[config.mk]
export PLATFORM = sky130hd
export DESIGN_NAME = token_embedder
export DESIGN_NICKNAME = d
export VERILOG_FILES = /design/src/rtl/token_embedder.sv
export SDC_FILE = /design/constraint.sdc
export NUM_CORES = 1
export LEC_CHECK = 0
export ABC_AREA = 1
export BUFFER_PORTS_ARGS = -buffer_cell sky130_fd_sc_hd__clkbuf_2
export CORE_MARGIN = 3
export CORE_UTILIZATION = 45
export DETAILED_ROUTE_END_ITERATION = 8
export PLACE_DENSITY = 0.68
export REMOVE_ABC_BUFFERS = 1
export SETUP_SLACK_MARGIN = 0.05
export SKIP_LAST_GASP = 1
export SYNTH_ARGS = -nofsm -noshare
export SYNTH_HDL_FRONTEND = slang
export SYNTH_SLANG_ARGS = --single-unit
[constraint.sdc]
create_clock -name clk -period 5.74 [get_ports clk]
set_clock_uncertainty 0.1 [all_clocks]
set_input_delay 0.287 -clock clk [delete_from_list [all_inputs] [get_ports clk]]
set_output_delay 0.287 -clock clk [all_outputs]
set_load 0.02 [all_outputs]
[src/rtl/token_embedder.sv]
// Token embedder: reads token IDs back from the encoder output SRAM and
// streams the matching embedding rows out on a valid/ready port.
module token_embedder #(
   parameter int ADDR_WIDTH = 4,
   parameter int DATA_WIDTH = 8,
   parameter int EMB_DIM    = 4
) (
   input  logic                                  clk,
   input  logic                                  rst_n,
   input  logic                                  cs,
   input  logic [ADDR_WIDTH:0]                   tok_count,
   output logic                                  tok_rd,
   output logic [ADDR_WIDTH-1:0]                 tok_addr,
   input  logic [DATA_WIDTH-1:0]                 tok_data,
   output logic                                  emb_rd,
   output logic [DATA_WIDTH+$clog2(EMB_DIM)-1:0] emb_addr,
   input  logic [DATA_WIDTH-1:0]                 emb_data,
   output logic                                  out_valid,
   input  logic                                  out_ready,
   output logic [DATA_WIDTH-1:0]                 out_data,
   output logic                                  out_row_last,
   output logic                                  out_last,
   output logic                                  busy,
   output logic                                  done
);

   localparam int EW = $clog2(EMB_DIM);
   localparam int CW = ADDR_WIDTH + 1;
   localparam logic [CW-1:0] MAX_CNT = {1'b1, {ADDR_WIDTH{1'b0}}};
   localparam logic [CW-1:0] CNT_ONE = 1;
   localparam logic [ADDR_WIDTH-1:0] TI_ONE = 1;
   localparam logic [EW-1:0] EI_ONE = 1;
   localparam logic [EW-1:0] EI_LAST = EW'(EMB_DIM - 1);

   typedef enum logic [2:0] {
      IDLE, RD_TOK, WAIT_TOK, RD_EMB, WAIT_EMB, EMIT, DONE
   } state_t;

   state_t                     state, state_n;
   logic [ADDR_WIDTH-1:0]      ti, ti_n;
   logic [EW-1:0]              ei, ei_n;
   logic [DATA_WIDTH-1:0]      tok_id, tok_id_n;
   logic [CW-1:0]              cnt, cnt_n;
   logic [ADDR_WIDTH-1:0]      tok_addr_n;
   logic [DATA_WIDTH+EW-1:0]   emb_addr_n;
   logic [DATA_WIDTH-1:0]      data_n;
   logic                       valid_n, row_last_n, last_n;
   logic                       ti_last, ei_last;

   assign ti_last = ({1'b0, ti} == (cnt - CNT_ONE));
   assign ei_last = (ei == EI_LAST);

   assign tok_rd = (state == RD_TOK);
   assign emb_rd = (state == RD_EMB);
   assign done   = (state == DONE);
   assign busy   = (state != IDLE) && (state != DONE);

   always_ff @(posedge clk or negedge rst_n) begin
      if (!rst_n) begin
         state        <= IDLE;
         ti           <= '0;
         ei           <= '0;
         tok_id       <= '0;
         cnt          <= '0;
         tok_addr     <= '0;
         emb_addr     <= '0;
         out_data     <= '0;
         out_valid    <= 1'b0;
         out_row_last <= 1'b0;
         out_last     <= 1'b0;
      end else begin
         state        <= state_n;
         ti           <= ti_n;
         ei           <= ei_n;
         tok_id       <= tok_id_n;
         cnt          <= cnt_n;
         tok_addr     <= tok_addr_n;
         emb_addr     <= emb_addr_n;
         out_data     <= data_n;
         out_valid    <= valid_n;
         out_row_last <= row_last_n;
         out_last     <= last_n;
      end
   end

   always_comb begin
      state_n    = state;
      ti_n       = ti;
      ei_n       = ei;
      tok_id_n   = tok_id;
      cnt_n      = cnt;
      data_n     = out_data;
      valid_n    = out_valid;
      row_last_n = out_row_last;
      last_n     = out_last;
      unique case (state)
         IDLE: begin
            if (cs) begin
               cnt_n   = (tok_count > MAX_CNT) ? MAX_CNT : tok_count;
               ti_n    = '0;
               ei_n    = '0;
               state_n = (tok_count == '0) ? DONE : RD_TOK;
            end
         end
         RD_TOK:   state_n = WAIT_TOK;
         WAIT_TOK: begin
            tok_id_n = tok_data;
            ei_n     = '0;
            state_n  = RD_EMB;
         end
         RD_EMB:   state_n = WAIT_EMB;
         WAIT_EMB: begin
            data_n     = emb_data;
            valid_n    = 1'b1;
            row_last_n = ei_last;
            last_n     = ei_last && ti_last;
            state_n    = EMIT;
         end
         EMIT: begin
            if (out_ready) begin
               valid_n    = 1'b0;
               row_last_n = 1'b0;
               last_n     = 1'b0;
               if (!ei_last) begin
                  ei_n    = ei + EI_ONE;
                  state_n = RD_EMB;
               end else if (!ti_last) begin
                  ti_n    = ti + TI_ONE;
                  state_n = RD_TOK;
               end else begin
                  state_n = DONE;
               end
            end
         end
         DONE: if (!cs) state_n = IDLE;
         default: state_n = IDLE;
      endcase
      // Abort wins over a same-cycle handshake; the element is dropped.
      if (!cs && busy) begin
         state_n    = IDLE;
         ti_n       = ti;
         ei_n       = ei;
         tok_id_n   = tok_id;
         valid_n    = 1'b0;
         row_last_n = 1'b0;
         last_n     = 1'b0;
      end
   end

   assign tok_addr_n = (state_n == RD_TOK) ? ti_n : tok_addr;
   assign emb_addr_n = (state_n == RD_EMB) ? {tok_id_n, ei_n} : emb_addr;

endmodule

[Word level (Yosys, flattened, before mapping)]
Index checks and enable logic that the tools add are counted.
Cells by class
  add/subtract/negate cells: 3
  magnitude comparators: 1
  eq/ne operators: 12
  multiplexer cells: 29
  reduce and logical (&&, ||, !) cells: 10
Operator list (count)
  $mux W3: 7
  $pmux W3 S7: 1
  $mux W4: 5
  $mux W8: 2
  $eq A3 B2 Y1 const B: 3
  $eq A3 B3 Y1 const B: 3
  $mux W2: 4
  $pmux W4 S2: 1
  $eq A3 B1 Y1 const B: 2
  $ne A3 B3 Y1 const B: 2
  $pmux W1 S2: 3
  $pmux W2 S3: 1
  $reduce_bool A3 Y1: 2
  $eq A4 B5 Y1: 1
  $gt A5 B5 Y1 const B: 1
  $logic_not A5 Y1: 1
  $mux W5: 1
  $sub A5 B1 Y5 const B: 1
  $add A4 B1 Y4 const B: 1
  $mux W1: 4
  $reduce_and A2 Y1: 2
  $logic_and A1 B1 Y1: 3
  $logic_not A3 Y1: 1
  $add A2 B1 Y2 const B: 1
  other kinds (2): 2
Storage, ports and cells
  flip-flop bits (word level): 47
  output and inout bits: 29
  logic and storage cells: 66

[Logic depth before layout (Yosys ltp)]
  depth after elaboration: 8
  mapped depth: 18

[Least setup slack after synthesis]
OpenSTA, ideal clock, no wires.
  path kind: reg-to-reg
  start point: register cnt[0]
  end point: register emb_addr[0]
  library setup time: 0.116 ns
  arrival time: 1.796 ns
  data required time: 5.524 ns
  setup slack: 3.728 ns
  cell stages (with the launch flop): 16
  clock period less this slack: 2.012 ns
  path through: dfrtp_1 inv_2 ha_1 nand2_1 inv_1 nor2_1 nand3_1 nor2_1 nand2_2 nand2_2 inv_2 o21ai_4 nand3_4 buf_8 nand2_1 nand2_1
Between the ends
  cells in the longest elaborated chain, start to end: 8
Ends and longest elaborated chain
  start, declared: RTL line 43  | logic [CW-1:0] cnt, cnt_n;
  start signal, assigned: RTL line 76  | cnt <= cnt_n;
  $sub A5 B1 Y5: RTL line 50  | assign ti_last = ({1'b0, ti} == (cnt - CNT_ONE));
  $eq A4 B5 Y1: RTL line 50
  $mux W3: RTL line 127  | end else if (!ti_last) begin
  $mux W3: RTL line 124  | if (!ei_last) begin
  $mux W3: RTL line 120  | if (out_ready) begin
  $pmux W3 S7: RTL line 96  | unique case (state)
  $mux W3: RTL line 139  | if (!cs && busy) begin
  $eq A3 B2 Y1: RTL line 151  | assign emb_addr_n = (state_n == RD_EMB) ? {tok_id_n, ei_n} : emb_addr;
  end signal, assigned: RTL line 78  | emb_addr <= emb_addr_n;
  end, declared: RTL line 16  | output logic [DATA_WIDTH+$clog2(EMB_DIM)-1:0] emb_addr,
Every way passes these cells.
A chain may end at the register's enable or synchronous reset.

[Final worst setup path]
  start point: register state[2]
  end point: register out_row_last
Between the ends
  cells in the longest elaborated chain, start to end: 5
Ends and longest elaborated chain
  start, declared: RTL line 39  | state_t state, state_n;
  start signal, assigned: RTL line 72  | state <= state_n;
  $ne A3 B3 Y1 / $reduce_bool A3 Y1 (equally long branches): RTL line 56  | assign busy = (state != IDLE) && (state != DONE);
  $logic_and A1 B1 Y1: RTL line 56
  $logic_and A1 B1 Y1: RTL line 139
  $ne A3 B3 Y1 (no line) / $reduce_bool A3 Y1 (equally long branches)
  $reduce_and A2 Y1 (no line)
  end signal, assigned: RTL line 81  | out_row_last <= row_last_n;
  end, declared: RTL line 21  | output logic out_row_last,
Parallel ways exist; a longest one is shown, timed or not.

==> impl_metrics.csv <==
group,metric,value,unit
outcome,status,"complete, no violations",
logic_synthesis,ys_seq_area_share,49.19,%
worst_setup_path,end_kind,"register",
clock_tree,ctsRootBufferMaster,"clkbuf_8",
timing,fin_crit_sh,41.66,%
worst_setup_path,critPathMaxFanout,12,
finish,final_area,2823,sq um
clock_tree,cts_tree,"built",
pwr,clkPwrFrac,16.1,%
clock_tree,clock_sinks,47,
global_routing,antenna_found_initial,0,
logic_synthesis,syn_inst,301,
die,ios,54,
die,floorplan.initialDensity,48.69,%
logic_synthesis,synth_cell_types,30,
job,cap_violations,0,
pwr,power_switching,0.5985,mW
placement,gp_congestion,0.8386,
logic_synthesis,ys_ff_latch,47,
clock_tree,numCtsBuffers,5,
placement,place_inst,418,
die,die_x,78.90,microns
finish,fin_nets,386,
finish,drive_gt1_share,28.06,%
timing,rsz0062_at_grt,"false",
clock_tree,cts_repair_resize_count,0,
routing,drtAntennaViolNets,0,
routing,vias,2044,
pwr,vdd_ir_drop_max,219.0,uV
routing,drc,0,
placement,hpwlAfterDp,3741,microns
clock_tree,cts_htree_levels,2,
finish,n_antenna_cell,0,
timing,tightest_slew,0.8535,ns
global_routing,grt_pass1_vias,2016,
pwr,power_density,476.5,nW/um^2
logic_synthesis,syn_area_per_cell,7.944,sq um
global_routing,track_usage,18.33,%
global_routing,grt_overflow,0,
placement,dpl-instance-area,2716,sq um
global_routing,grt_pass1_wl,9121,microns
routing,dr.pass1.iters,4,
min_path,hold_depth,3,
die,core,4911,sq um
timing,hold_viol,0,
worst_setup_path,r2r_setup_slack,3.35,ns
pwr,design_power_total,1.345,mW
worst_setup_path,slowest_stage,"nor2_1",
logic_synthesis,ys.flop_type,"dfrtp_1",
worst_setup_path,r2r-start,"state[2]",
finish,area_growth,18.05,%
pwr,p_leak,1.581,nW
timing,fmax,0.4182,GHz
worst_setup_path,crit_chain,"inv_2 -> nor2_1 -> clkinv_1 -> nand3_1 -> o22ai_1",
pwr,switching_share,44.50,%
worst_setup_path,ff2ff_path_depth,5,
timing,maxSlewViolCount,0,
pwr,p_int,0.7465,mW
worst_setup_path,start_kind,"register",
finish,mostFrequentLayoutCell,"nand2_1",
worst_setup_path,r2r-end,"out_row_last",
worst_setup_path,worst-setup-path-type,"register to register",
min_path,min_to,"out_data[3]",
worst_setup_path,cpPeakStageDelay,0.68,ns
min_path,hold_class,"input pin to register",
timing,finalSetupViolCount,0,
clock_tree,clock_latency,0.31,ns
min_path,hp-start,"emb_data[3]",
finish,fin_cells,427,
routing,viasPerCell,4.787,
routing,wl,5083,microns
logic_synthesis,yosysWarnings,0,
routing,wl_per_cell,11.90,microns
logic_synthesis,synth_area,2391,sq um
timing,max_slew_margin,42.89,%
timing,finalCriticalPeriod,2.391,ns
logic_synthesis,synth_edf_count,0,
pwr,power_frac_comb,46.8,%
clock_tree,clock_path_buffers,2,
worst_setup_path,cp.required,5.83,ns
placement,portBuffers,53,
clock_tree,cts_setup_buffers,0,
die,row_count,25,
die,die_y,78.90,microns
routing,drtIter0Drc,149,
global_routing,grt_max_degree,48,
logic_synthesis,synthArstFlopShare,100.0,%
pwr,power_frac_seq,37.0,%
clock_tree,path_clk_slew,0.09,ns
die,die_area,6224,sq um
timing,fin_setup_tns,0,ns
finish,layout_common_cells,"nand2_1 (107), clkbuf_2 (53), dfrtp_1 (47), inv_1 (29), nand3_1 (19)",
worst_setup_path,cp.arrival,2.48,ns
[worst max path at each step]
stage                  start           end  slack [ns]  cells past startpoint
floorplan             cnt[0]   emb_addr[2]        3.74                     14
global placement    state[2]     out_valid        3.39                      5
detailed placement  state[0]      out_last        3.42                      6
CTS                 state[2]     out_valid        3.41                      5
global route        state[0]      out_last        3.16                      6
finish              state[2]  out_row_last        3.35                      5
[what timing repair did]
item | CTS | global route
hold endpoints to repair | 47 | 0
hold buffers | 1 | 0
endpoints found under the setup margin | 0 | 0
[sequential cells by signal, indices dropped and copies added, names as in the netlist]
name	flops
tok_id	8
tok_addr	4
state	3
out_last	1
ei	2
emb_addr	10
out_row_last	1
cnt	5
out_valid	1
ti	4
out_data	8
[synth_stat cells (2+ instances only)]
library cell / n / area (sq um)
ha_1: 2 / 25.02
nand2_2: 6 / 37.54
nor2_4: 2 / 22.52
nor2_2: 5 / 31.28
a21oi_1: 6 / 30.03
inv_2: 13 / 48.80
inv_1: 29 / 108.9
clkinv_1: 2 / 7.510
nand4_1: 2 / 12.51
and2_1: 8 / 50.05
nor2_1: 18 / 67.56
nor3_1: 3 / 15.01
nand2_1: 107 / 401.6
o22ai_1: 6 / 37.54
nand3_1: 19 / 95.09
o21ai_0: 4 / 20.02
dfrtp_1: 47 / 1176
o21ai_2: 10 / 87.58
[kinds of logic after synthesis]
kind of cell,synth area share [%]
DFF,49.19
AOI/OAI and AO/OA,9.472
and+or+nand+nor,32.08
buffers and inverters,8.215
adders and majority gates,1.046
[power groups by stage]
stage	clock network (mW)	registers (mW)	logic, mW
final	0.217	0.498	0.630
after floorplan	0	0.559	0.407
after detailed placement	0	0.502	0.633
after global routing	0.237	0.514	0.713
after global placement	0	0.502	0.624
after CTS	0.222	0.499	0.634
[metal layers]
metal  vias up  share of wire, %  track usage, %
met3         4               5.5           4.875
met1       934                48           24.96
li1       1058                 -               -
met4         0              0.59           4.467
met2        48                46           29.29
met5         -                 0               0
[cell type report]
cell class,count,area [sq um]
clock buffers,6,82.58
clock inverters,2,13.76
well taps,67,83.83
inverters,44,165.2
fillers,480,2088
flip-flops and latches,47,1176
repair buffers,55,282.8
multi-input cells,206,1018
[stage by stage]
stage / hold slack [ns] / setup WS, ns / utilization, %
2_1_floorplan: -0.1086 / 3.740 / -
3_3_place_gp: 0.3138 / 3.388 / 55.31
3_5_place_dp: 0.3225 / 3.421 / 55.31
4_1_cts: 0.07076 / 3.408 / 57.48
5_1_grt: 0.08555 / 3.161 / 57.48
6_report: 0.07623 / 3.349 / 57.48
[worst max-delay path, delay by kind of cell, from the launching register on]
kind | cells | cell delay [ns]
buffers and inverters | 2 | 0.62
AND/OR/NAND/NOR | 2 | 0.93
flip-flops | 1 | 0.53
AO/OA/AOI/OAI | 1 | 0.10
Note: power is estimated with default switching activity, not from simulation.
